===== src/rtl/bcd_count_ctrl_pkg.sv =====
// Shared definitions for the BCD run-control sequencer.
//   BCD_W   : bits per decade
//   BCD_MAX : largest legal decade value
//   state_e : sequencer states
package bcd_ctrl_pkg;

  localparam int               BCD_W   = 4;
  localparam logic [BCD_W-1:0] BCD_MAX = 4'd9;

  typedef enum logic [1:0] {
    ST_IDLE   = 2'd0,
    ST_RUN    = 2'd1,
    ST_PAUSED = 2'd2,
    ST_DONE   = 2'd3
  } state_e;

endpackage


===== src/rtl/bcd_decade.sv =====
// One synchronous BCD decade of the cascaded counter.
//   clk, reset : clock, async active-high reset
//   i_zero     : synchronous clear (wins over i_inc)
//   i_inc      : carry-in enable, advance by one this cycle
//   o_digit    : current decade value 0..9
//   o_is9      : decade sits at 9 (feeds the carry chain)
module bcd_decade
  import bcd_ctrl_pkg::*;
(
  input  logic             clk,
  input  logic             reset,
  input  logic             i_zero,
  input  logic             i_inc,
  output logic [BCD_W-1:0] o_digit,
  output logic             o_is9
);

  logic [BCD_W-1:0] r_digit;

  always_ff @(posedge clk or posedge reset) begin
    if (reset)       r_digit <= '0;
    else if (i_zero) r_digit <= '0;
    else if (i_inc)  r_digit <= (r_digit == BCD_MAX) ? '0 : r_digit + 4'd1;
  end

  assign o_digit = r_digit;
  assign o_is9   = (r_digit == BCD_MAX);

endmodule


===== src/rtl/bcd_count_ctrl.sv =====
// Run-control sequencer for a DIGITS-decade BCD counter.
// Accepts start/stop/clear, divides clk by PRESCALE into a count tick,
// advances the decade chain and handles the terminal (limit) match.
//   clk, reset : clock, async active-high reset
//   start/stop/clear : one-cycle commands (clear > stop > start > tick)
//   wrap_en    : at terminal value, 1 = wrap to 0, 0 = halt in DONE
//   limit      : BCD terminal value, latched when start is accepted
//   count      : current BCD value, digit 0 in [3:0]
//   running    : state is RUN
//   done       : one-cycle pulse per terminal event
//   overflow   : sticky, all-9s rolled to 0 without a limit match
//   limit_err  : sticky, start rejected for a non-BCD limit digit
module bcd_count_ctrl
  import bcd_ctrl_pkg::*;
#(
  parameter int DIGITS   = 4,
  parameter int PRESCALE = 10
) (
  input  logic                    clk,
  input  logic                    reset,
  input  logic                    start,
  input  logic                    stop,
  input  logic                    clear,
  input  logic                    wrap_en,
  input  logic [BCD_W*DIGITS-1:0] limit,
  output logic [BCD_W*DIGITS-1:0] count,
  output logic                    running,
  output logic                    done,
  output logic                    overflow,
  output logic                    limit_err
);

  localparam int            CW       = BCD_W * DIGITS;
  localparam int            PW       = (PRESCALE > 1) ? $clog2(PRESCALE) : 1;
  localparam logic [PW-1:0] PRE_LAST = PW'(PRESCALE - 1);

  state_e        r_state, w_state_nxt;
  logic [PW-1:0] r_pre, w_pre_nxt;
  logic [CW-1:0] r_limit;
  logic          r_running, r_done, r_overflow, r_limit_err;

  logic [DIGITS-1:0] w_is9, w_carry, w_lim_ok;
  logic [CW-1:0]     w_count;

  logic w_idle_done, w_stop_act, w_start_new, w_start_bad, w_resume;
  logic w_tick, w_term, w_inc, w_zero, w_all9_roll;

  // ---- decade chain --------------------------------------------------------
  // Digit k advances when the tick increments and every lower digit is 9.
  assign w_carry[0] = 1'b1;
  for (genvar k = 1; k < DIGITS; k++) begin : g_carry
    assign w_carry[k] = w_carry[k-1] & w_is9[k-1];
  end

  for (genvar k = 0; k < DIGITS; k++) begin : g_dec
    bcd_decade u_dec (
      .clk     (clk),
      .reset   (reset),
      .i_zero  (w_zero),
      .i_inc   (w_inc & w_carry[k]),
      .o_digit (w_count[BCD_W*k +: BCD_W]),
      .o_is9   (w_is9[k])
    );
    assign w_lim_ok[k] = (limit[BCD_W*k +: BCD_W] <= BCD_MAX);
  end

  // ---- command decode (priority clear > stop > start > tick) ---------------
  assign w_idle_done = (r_state == ST_IDLE) || (r_state == ST_DONE);
  assign w_stop_act  = !clear && stop && (r_state == ST_RUN);
  assign w_start_new = !clear && !w_stop_act && start && w_idle_done &&  (&w_lim_ok);
  assign w_start_bad = !clear && !w_stop_act && start && w_idle_done && !(&w_lim_ok);
  assign w_resume    = !clear && !w_stop_act && start && (r_state == ST_PAUSED);

  // A start in RUN is ignored, so it does not suppress the tick.
  assign w_tick      = !clear && !w_stop_act && (r_state == ST_RUN) && (r_pre == PRE_LAST);
  assign w_term      = w_tick && (w_count == r_limit);
  assign w_inc       = w_tick && !w_term;
  assign w_all9_roll = w_inc && (&w_is9);
  assign w_zero      = clear || w_start_new || (w_term && wrap_en);

  // ---- next state / prescaler ----------------------------------------------
  always_comb begin
    w_state_nxt = r_state;
    w_pre_nxt   = r_pre;
    if (clear) begin
      w_state_nxt = ST_IDLE;
      w_pre_nxt   = '0;
    end else if (w_stop_act) begin
      w_state_nxt = ST_PAUSED;          // prescaler holds
    end else if (w_start_new) begin
      w_state_nxt = ST_RUN;
      w_pre_nxt   = '0;
    end else if (w_resume) begin
      w_state_nxt = ST_RUN;             // resumes from the held prescaler value
    end else if (r_state == ST_RUN) begin
      w_pre_nxt = (r_pre == PRE_LAST) ? '0 : r_pre + PW'(1);
      if (w_term && !wrap_en) w_state_nxt = ST_DONE;
    end
  end

  always_ff @(posedge clk or posedge reset) begin
    if (reset) begin
      r_state     <= ST_IDLE;
      r_pre       <= '0;
      r_limit     <= '0;
      r_running   <= 1'b0;
      r_done      <= 1'b0;
      r_overflow  <= 1'b0;
      r_limit_err <= 1'b0;
    end else begin
      r_state   <= w_state_nxt;
      r_pre     <= w_pre_nxt;
      r_running <= (w_state_nxt == ST_RUN);
      r_done    <= w_term;
      if (w_start_new) r_limit <= limit;

      if (clear)            r_overflow <= 1'b0;
      else if (w_all9_roll) r_overflow <= 1'b1;

      if (clear)            r_limit_err <= 1'b0;
      else if (w_start_bad) r_limit_err <= 1'b1;
    end
  end

  assign count     = w_count;
  assign running   = r_running;
  assign done      = r_done;
  assign overflow  = r_overflow;
  assign limit_err = r_limit_err;

endmodule

===== config.mk =====
export PLATFORM = sky130hd
export DESIGN_NAME = bcd_count_ctrl
export DESIGN_NICKNAME = d
export VERILOG_FILES = /design/src/rtl/bcd_count_ctrl_pkg.sv /design/src/rtl/bcd_decade.sv /design/src/rtl/bcd_count_ctrl.sv
export SDC_FILE = /design/constraint.sdc
export NUM_CORES = 1
export LEC_CHECK = 0
export CORE_MARGIN = 2
export CORE_UTILIZATION = 45
export CTS_CLUSTER_DIAMETER = 80
export DETAILED_ROUTE_END_ITERATION = 12
export PLACE_DENSITY = 0.7
export SLEW_MARGIN = 15
export SYNTH_ARGS = -nofsm -noshare
export SYNTH_HDL_FRONTEND = slang
export SYNTH_HIERARCHICAL = 1
export SYNTH_SLANG_ARGS = --single-unit

===== constraint.sdc =====
create_clock -name clk -period 4.24 [get_ports clk]
set_clock_uncertainty 0.05 [all_clocks]
set_input_delay 0.424 -clock clk [delete_from_list [all_inputs] [get_ports clk]]
set_output_delay 0.424 -clock clk [all_outputs]
set_load 0.1 [all_outputs]

==> summary.md, run 1 <==
| Metric | Value |
|---|---|
| Die width | `77.6 um` |
| Synth Instances | `231` |
| Syn Nets | `265` |
| # IOs | `42` |
| Cell mode on critical path | `nand2_1` |
| Area grow syn2layout | `22.6%` |
| Routed vias | `1847` |
| Initial Util | `0.471` |
| Switching Fraction | `0.275` |
| Placed Area | `2910 um2` |
| Final instance area | `2990 um2` |
| Max IR drop VDD | `0.000171 V` |
| Critical path endpoint category | `register` |
| Commonest non-fill, non-tap cells in the layout | `42 x dfrtp_1, 41 x clkdlybuf4s50_1, 18 x inv_1` |
| Mean post-synth cell area | `10.6 um2` |
| Critical path cell sequence | `clkdlybuf4s50_1 -> nor3b_1 -> nand2_1 -> nor3b_2 -> and3_1 -> nand2_1 -> or3b_1 -> a21oi_2` |
| Wire per inst | `14.6 um` |
| R2r startpoint | `r_state[1]$_DFF_PP0_` |
| Crit path kind | `in2reg` |
| Clock-pin slew on the worst setup and hold paths | `0.08 ns` |
| Root Driver | `clkbuf_8` |
| PortBufs | `41` |
| Vias/cell | `5.34` |
| Overall Global Routing Usage | `0.182` |
| First-pass GRT wire length | `8.75 mm` |
| DRT Pass-1 Iters | `4` |
| RSZ-0062 raised after global routing | `no` |
| Worst Hold Class | `in2async` |
| Power Density | `310 nW/um2` |
| Switching pwr | `255 uW` |
| WP buf/inv | `1` |
| WP data arrival | `2.94 ns` |
| Lkg Pwr | `0.00125 uW` |
| Slew HR | `0.336` |
| Resize count post-CTS | `0` |
| Slowest-stage cell, CP | `clkdlybuf4s50_1` |
| Vert. Die Dim | `77.6 um` |
| Initial antenna violation count | `0` |
| Slew Limit Fails | `0` |
| Vias in the first global route | `1758` |
| Warnings from Yosys | `6` |
| Post-CTS Setup Inserts | `0` |
| DR iter-0 viols | `94` |
| Ant diodes | `0` |
| Total gr overflow | `0` |
| Hold Vio Cnt, Final | `0` |
| CP startpoint kind | `primary input` |
| Nets | `310` |
| Data required, critical path | `4.40 ns` |
| Clock power share | `0.263` |
| Pin count of the biggest net entering global routing | `27` |
| Final HPWL DP | `3.77 mm` |
| Flop pwr share | `0.536` |
| Final WS setup | `1.46 ns` |
| Status | `finished clean` |
| TNS Setup | `0 ns` |
| CTS tree | `done` |
| Worst-skew pair later-pin latency | `0.29 ns` |
| Inserted Clock Buffers | `5` |
| Critical path launch point | `clear` |
| Ratio of cells with drive above 1 in the final layout | `0.120` |
| Seq/Total Area, Yosys | `0.431` |
| Core area | `5170 um2` |
| CP Max Fanout | `14` |
| CP top delay family | `simple AND/OR/NAND/NOR gates` |
| CP max stage delay | `0.63 ns` |
| Full die area | `6020 um2` |
| Max-cap viol count | `0` |
| CTS Hold Buffers Added | `0` |
| #FFs+latches synth | `42` |
| Comb pwr share | `0.202` |
| WL final | `5.06 mm` |
| Pre-CTS setup slack | `1.17 ns` |
| # rows | `26` |
| Pint | `672 uW` |
| Netlist Area Pre-Place | `2440 um2` |
| Final period utilization | `0.657` |
| Post-route DRC | `0` |
| Worst slew pin tran | `0.995 ns` |
| Fin crit period | `2.78 ns` |
| Final setup violation count | `0` |
| Htree depth | `2` |
| Final antenna-violating net count | `0` |
| Fillers | `430` |
| FMAX | `359 MHz` |
| Hold WS | `0.440 ns` |
| Commonest non-fill, non-tap cell in the layout | `dfrtp_1` |
| Netlist cell types | `42` |
| Bufs on Longest Clock Path | `2` |
| Sink Count | `42` |
| Routability congestion estimate from global placement | `0.822` |
-- path summary, 6_finish.rpt --
path                                                    endpoint  slack, ns  cells after the start
max                        g_dec[3].u_dec/o_digit[2]$_DFFE_PP0P_       1.46                      8
min                        g_dec[0].u_dec/o_digit[3]$_DFFE_PP0P_       0.44                      2
max reg2reg                g_dec[3].u_dec/o_digit[2]$_DFFE_PP0P_       1.59                      9
min reg2reg                                limit_err$_DFFE_PP0P_       0.46                      2
max in group asynchronous                r_limit[10]$_DFFE_PP0P_       2.72                      2
min in group clk                           limit_err$_DFFE_PP0P_       0.46                      2
-- final cells by class --
| type | instances | area [um2] | share of cell area |
|---|---|---|---|
| sequential | 42 | 1050 | 0.351 |
| tap | 70 | 87.6 | 0.0293 |
| multi-input combinational | 168 | 1300 | 0.434 |
| timing repair buffer | 41 | 410 | 0.137 |
| inverter | 18 | 67.6 | 0.0226 |
| clock buffer | 7 | 76.3 | 0.0255 |
-- per-stage QoR --
stage / cells / util / power (uW)
after floorplan: 231 / - / 634
after global placement: 339 / 0.563 / 688
after detailed placement: 339 / 0.563 / 693
after CTS: 346 / 0.578 / 933
after global routing: 346 / 0.578 / 978
final: 346 / 0.578 / 927
-- power groups by stage --
| stage | sequential, uW | clock (uW) | combinational [uW] |
|---|---|---|---|
| 5_1_grt | 505 | 267 | 206 |
| 6_report | 497 | 244 | 187 |
| 2_1_floorplan | 503 | 0 | 131 |
| 3_5_place_dp | 505 | 0 | 189 |
| 4_1_cts | 496 | 248 | 190 |
| 3_3_place_gp | 502 | 0 | 186 |
-- metal layers --
metal	wire length, um	vias up	global-route usage
met1	2550	894	0.265
met5	0	-	0
met3	165	2	0.0233
li1	-	910	-
met2	2300	41	0.279
met4	41	0	0.0643
-- flip-flops by register name, summed over array words and instances, names as in the netlist --
register	cells
g_dec.u_dec/o_digit	16
r_limit	16
r_pre	4
r_state	2
done	1
limit_err	1
overflow	1
running	1
-- cells in the mapped netlist --
master      n  share of area
nor2_1      4         0.0062
a21oi_2     4          0.014
buf_6       1         0.0046
nor3_1      2         0.0041
nand2_1    17          0.026
xnor2_1    16          0.057
clkbuf_1    1         0.0015
and3_1      2         0.0051
nand3b_2    4          0.018
inv_1      18          0.028
nand2b_1   10          0.026
and2_1      3         0.0077
a21o_1      1         0.0031
o21ai_1     1         0.0021
nand3b_1    8          0.025
and3b_1     1         0.0036
o22ai_1     1         0.0026
nand4b_1    2         0.0072
nand4_1     5          0.013
o21ai_0    12          0.025
mux2i_1     1         0.0041
or4_1       1         0.0031
dfrtp_1    42           0.43
and4b_1     4          0.016
a21boi_0    4          0.012
nor3b_2     1         0.0051
nor3b_1     1         0.0031
nand3_1     3         0.0062
a21oi_1    15          0.031
nor2_4      1         0.0046
a32o_1      2         0.0082
or3b_1      4          0.014
ha_1       12          0.062
a2111o_1    1         0.0046
a211o_1     3          0.011
buf_4       1         0.0031
nor4_1      1         0.0026
nor4_4      1         0.0087
mux2_2     17          0.079
o211a_1     1         0.0041
a2111oi_0   1         0.0036
a41oi_1     1         0.0036
-- logic make-up after synthesis --
| logic type | after synthesis | share of synthesized area |
|---|---|---|
| AOI/OAI and AO/OA | 47 | 0.125 |
| xor gates and xnor gates | 16 | 0.0575 |
| DFF | 42 | 0.431 |
| adders and majority gates | 12 | 0.0616 |
| muxes | 18 | 0.0826 |
| buffers and inverters | 21 | 0.0369 |
| and+or+nand+nor | 75 | 0.206 |
(Power assumes the default switching activity.)
==> run 2, diff against run 1 <==
PLACE_DENSITY = 0.72   (was 0.7)
clock period = 2.5 ns   (was 4.24 ns; I/O delays follow)
==> summary.md, run 2 (synthesized netlist as in run 1, its figures left out) <==
| Metric | Value |
|---|---|
| Overall Global Routing Usage | `0.194` |
| Power Total | `1710 uW` |
| Initial Util | `0.471` |
| Area grow syn2layout | `26.3%` |
| Inserted Clock Buffers | `5` |
| Final setup violation count | `0` |
| Sink Count | `42` |
| Max-cap viol count | `0` |
| Slew HR | `0.727` |
| Fillers | `449` |
| Max IR drop VDD | `0.000386 V` |
| Bufs on Longest Clock Path | `2` |
| DR iter-0 viols | `61` |
| Commonest non-fill, non-tap cells in the layout | `28 x buf_4, 26 x dfrtp_1, 21 x clkdlybuf4s50_1` |
| Ratio of cells with drive above 1 in the final layout | `0.290` |
| Lkg Pwr | `0.00134 uW` |
| Routed vias | `1919` |
| Routability congestion estimate from global placement | `0.859` |
| Wire per inst | `15.0 um` |
| Final period utilization | `0.915` |
| Initial antenna violation count | `0` |
| CP Max Fanout | `7` |
| Vias/cell | `5.39` |
| Final HPWL DP | `4.18 mm` |
| Power Density | `555 nW/um2` |
| Post-CTS Setup Inserts | `0` |
| Hold Vio Cnt, Final | `0` |
| RSZ-0062 raised after global routing | `no` |
| Data required, critical path | `2.64 ns` |
| Final Util | `0.595` |
| Worst-skew pair later-pin latency | `0.30 ns` |
| DRT Pass-1 Iters | `4` |
| R2r startpoint | `g_dec[0].u_dec/o_digit[3]$_DFFE_PP0P_` |
| CP startpoint kind | `register` |
| Worst Hold Class | `in2async` |
| Final antenna-violating net count | `0` |
| WP data arrival | `2.42 ns` |
| Root Driver | `clkbuf_8` |
| Die width | `77.6 um` |
| Pin count of the biggest net entering global routing | `24` |
| Critical path launch point | `g_dec[0].u_dec/o_digit[3]$_DFFE_PP0P_` |
| Slew Limit Fails | `0` |
| Crit path kind | `reg2reg` |
| CTS tree | `done` |
| Fin crit period | `2.29 ns` |
| Full die area | `6020 um2` |
| Slowest-stage cell, CP | `dfrtp_2` |
| Commonest non-fill, non-tap cell in the layout | `buf_4` |
| PortBufs | `41` |
| Critical path cell sequence | `xnor2_1 -> nand4_1 -> nor4_4 -> nor3b_2 -> and3_2 -> and4b_1 -> o21ai_0 -> a21oi_1` |
| # IOs | `42` |
| Nets | `319` |
| Inst Count DP | `348` |
| CTS Hold Buffers Added | `0` |
| First-pass GRT wire length | `9.18 mm` |
| Post-route DRC | `0` |
| Htree depth | `2` |
| Vert. Die Dim | `77.6 um` |
| WL final | `5.35 mm` |
| FMAX | `437 MHz` |
| Ant diodes | `0` |
| Worst slew pin tran | `0.407 ns` |
| Clock-pin slew on the worst setup and hold paths | `0.08 ns` |
| # rows | `26` |
| Non-Filler Instances | `356` |
| Status | `finished clean` |
| CP max stage delay | `0.46 ns` |
| Core area | `5170 um2` |
| Vias in the first global route | `1899` |
| TNS Setup | `0 ns` |
| Critical path endpoint category | `register` |
| Total gr overflow | `0` |
==> run 2: cell type report <==
type | instances | area [um2] | area share
multi-input combinational | 168 | 1300 | 0.423
sequential | 42 | 1070 | 0.348
timing repair buffer | 50 | 440 | 0.143
clock buffer | 5 | 68.8 | 0.0223
clock inverter | 3 | 40.0 | 0.0130
tap | 70 | 87.6 | 0.0284
inverter | 18 | 67.6 | 0.0219
==> run 2: report_power, final <==
| group | internal, uW | switching (uW) |
|---|---|---|
| combinational | 182 | 147 |
| clock | 294 | 244 |
| sequential | 771 | 72.4 |
| total | 1250 | 463 |
==> run 2: path summary, 6_finish.rpt <==
kind,cells after the start,to,slack [ns]
max,8,g_dec[3].u_dec/o_digit[3]$_DFFE_PP0P_,0.21
min,2,g_dec[0].u_dec/o_digit[3]$_DFFE_PP0P_,0.24
max reg2reg,8,g_dec[3].u_dec/o_digit[3]$_DFFE_PP0P_,0.21
min reg2reg,2,limit_err$_DFFE_PP0P_,0.45
max in group asynchronous,3,r_pre[1]$_DFFE_PP0P_,1.63
min in group clk,2,limit_err$_DFFE_PP0P_,0.45
==> run 2: through the flow <==
stage / worst slack [ns] / hold slack, ns / area, um2
2_1_floorplan: 0.0834 / -0.0339 / 2460
3_3_place_gp: 0.105 / 0.439 / 2960
3_5_place_dp: 0.0475 / 0.444 / 2960
4_1_cts: 0.0736 / 0.241 / 3070
5_1_grt: 0.0241 / 0.268 / 3080
6_report: 0.214 / 0.237 / 3080
==> run 2: worst max-delay path, delay by kind of cell, from the launching register on <==
| family | cells | cell delay (ns) |
|---|---|---|
| compound gates | 2 | 0.23 |
| xor+xnor | 1 | 0.20 |
| flops | 1 | 0.46 |
| simple gates | 5 | 1.24 |
==> run 2: what timing repair did <==
action	in CTS	in global routing
endpoints found under the hold margin	0	0
setup endpoints to repair	0	3
gates resized for setup	0	2
==> run 2: per-layer routing <==
metal  wire length, um  vias to the layer above  GRT usage
li1                  -                      933          -
met1              2440                      948      0.255
met2              2690                       33      0.325
met3               147                        5     0.0267
met4                75                        0     0.0714
met5                 0                        -          0
==> run 3, diff against run 2 <==
CTS_CLUSTER_SIZE = 30   (was unset)
==> results of run 3 <==
No change in the layout: final DEF, timing and power equal those of run 2.
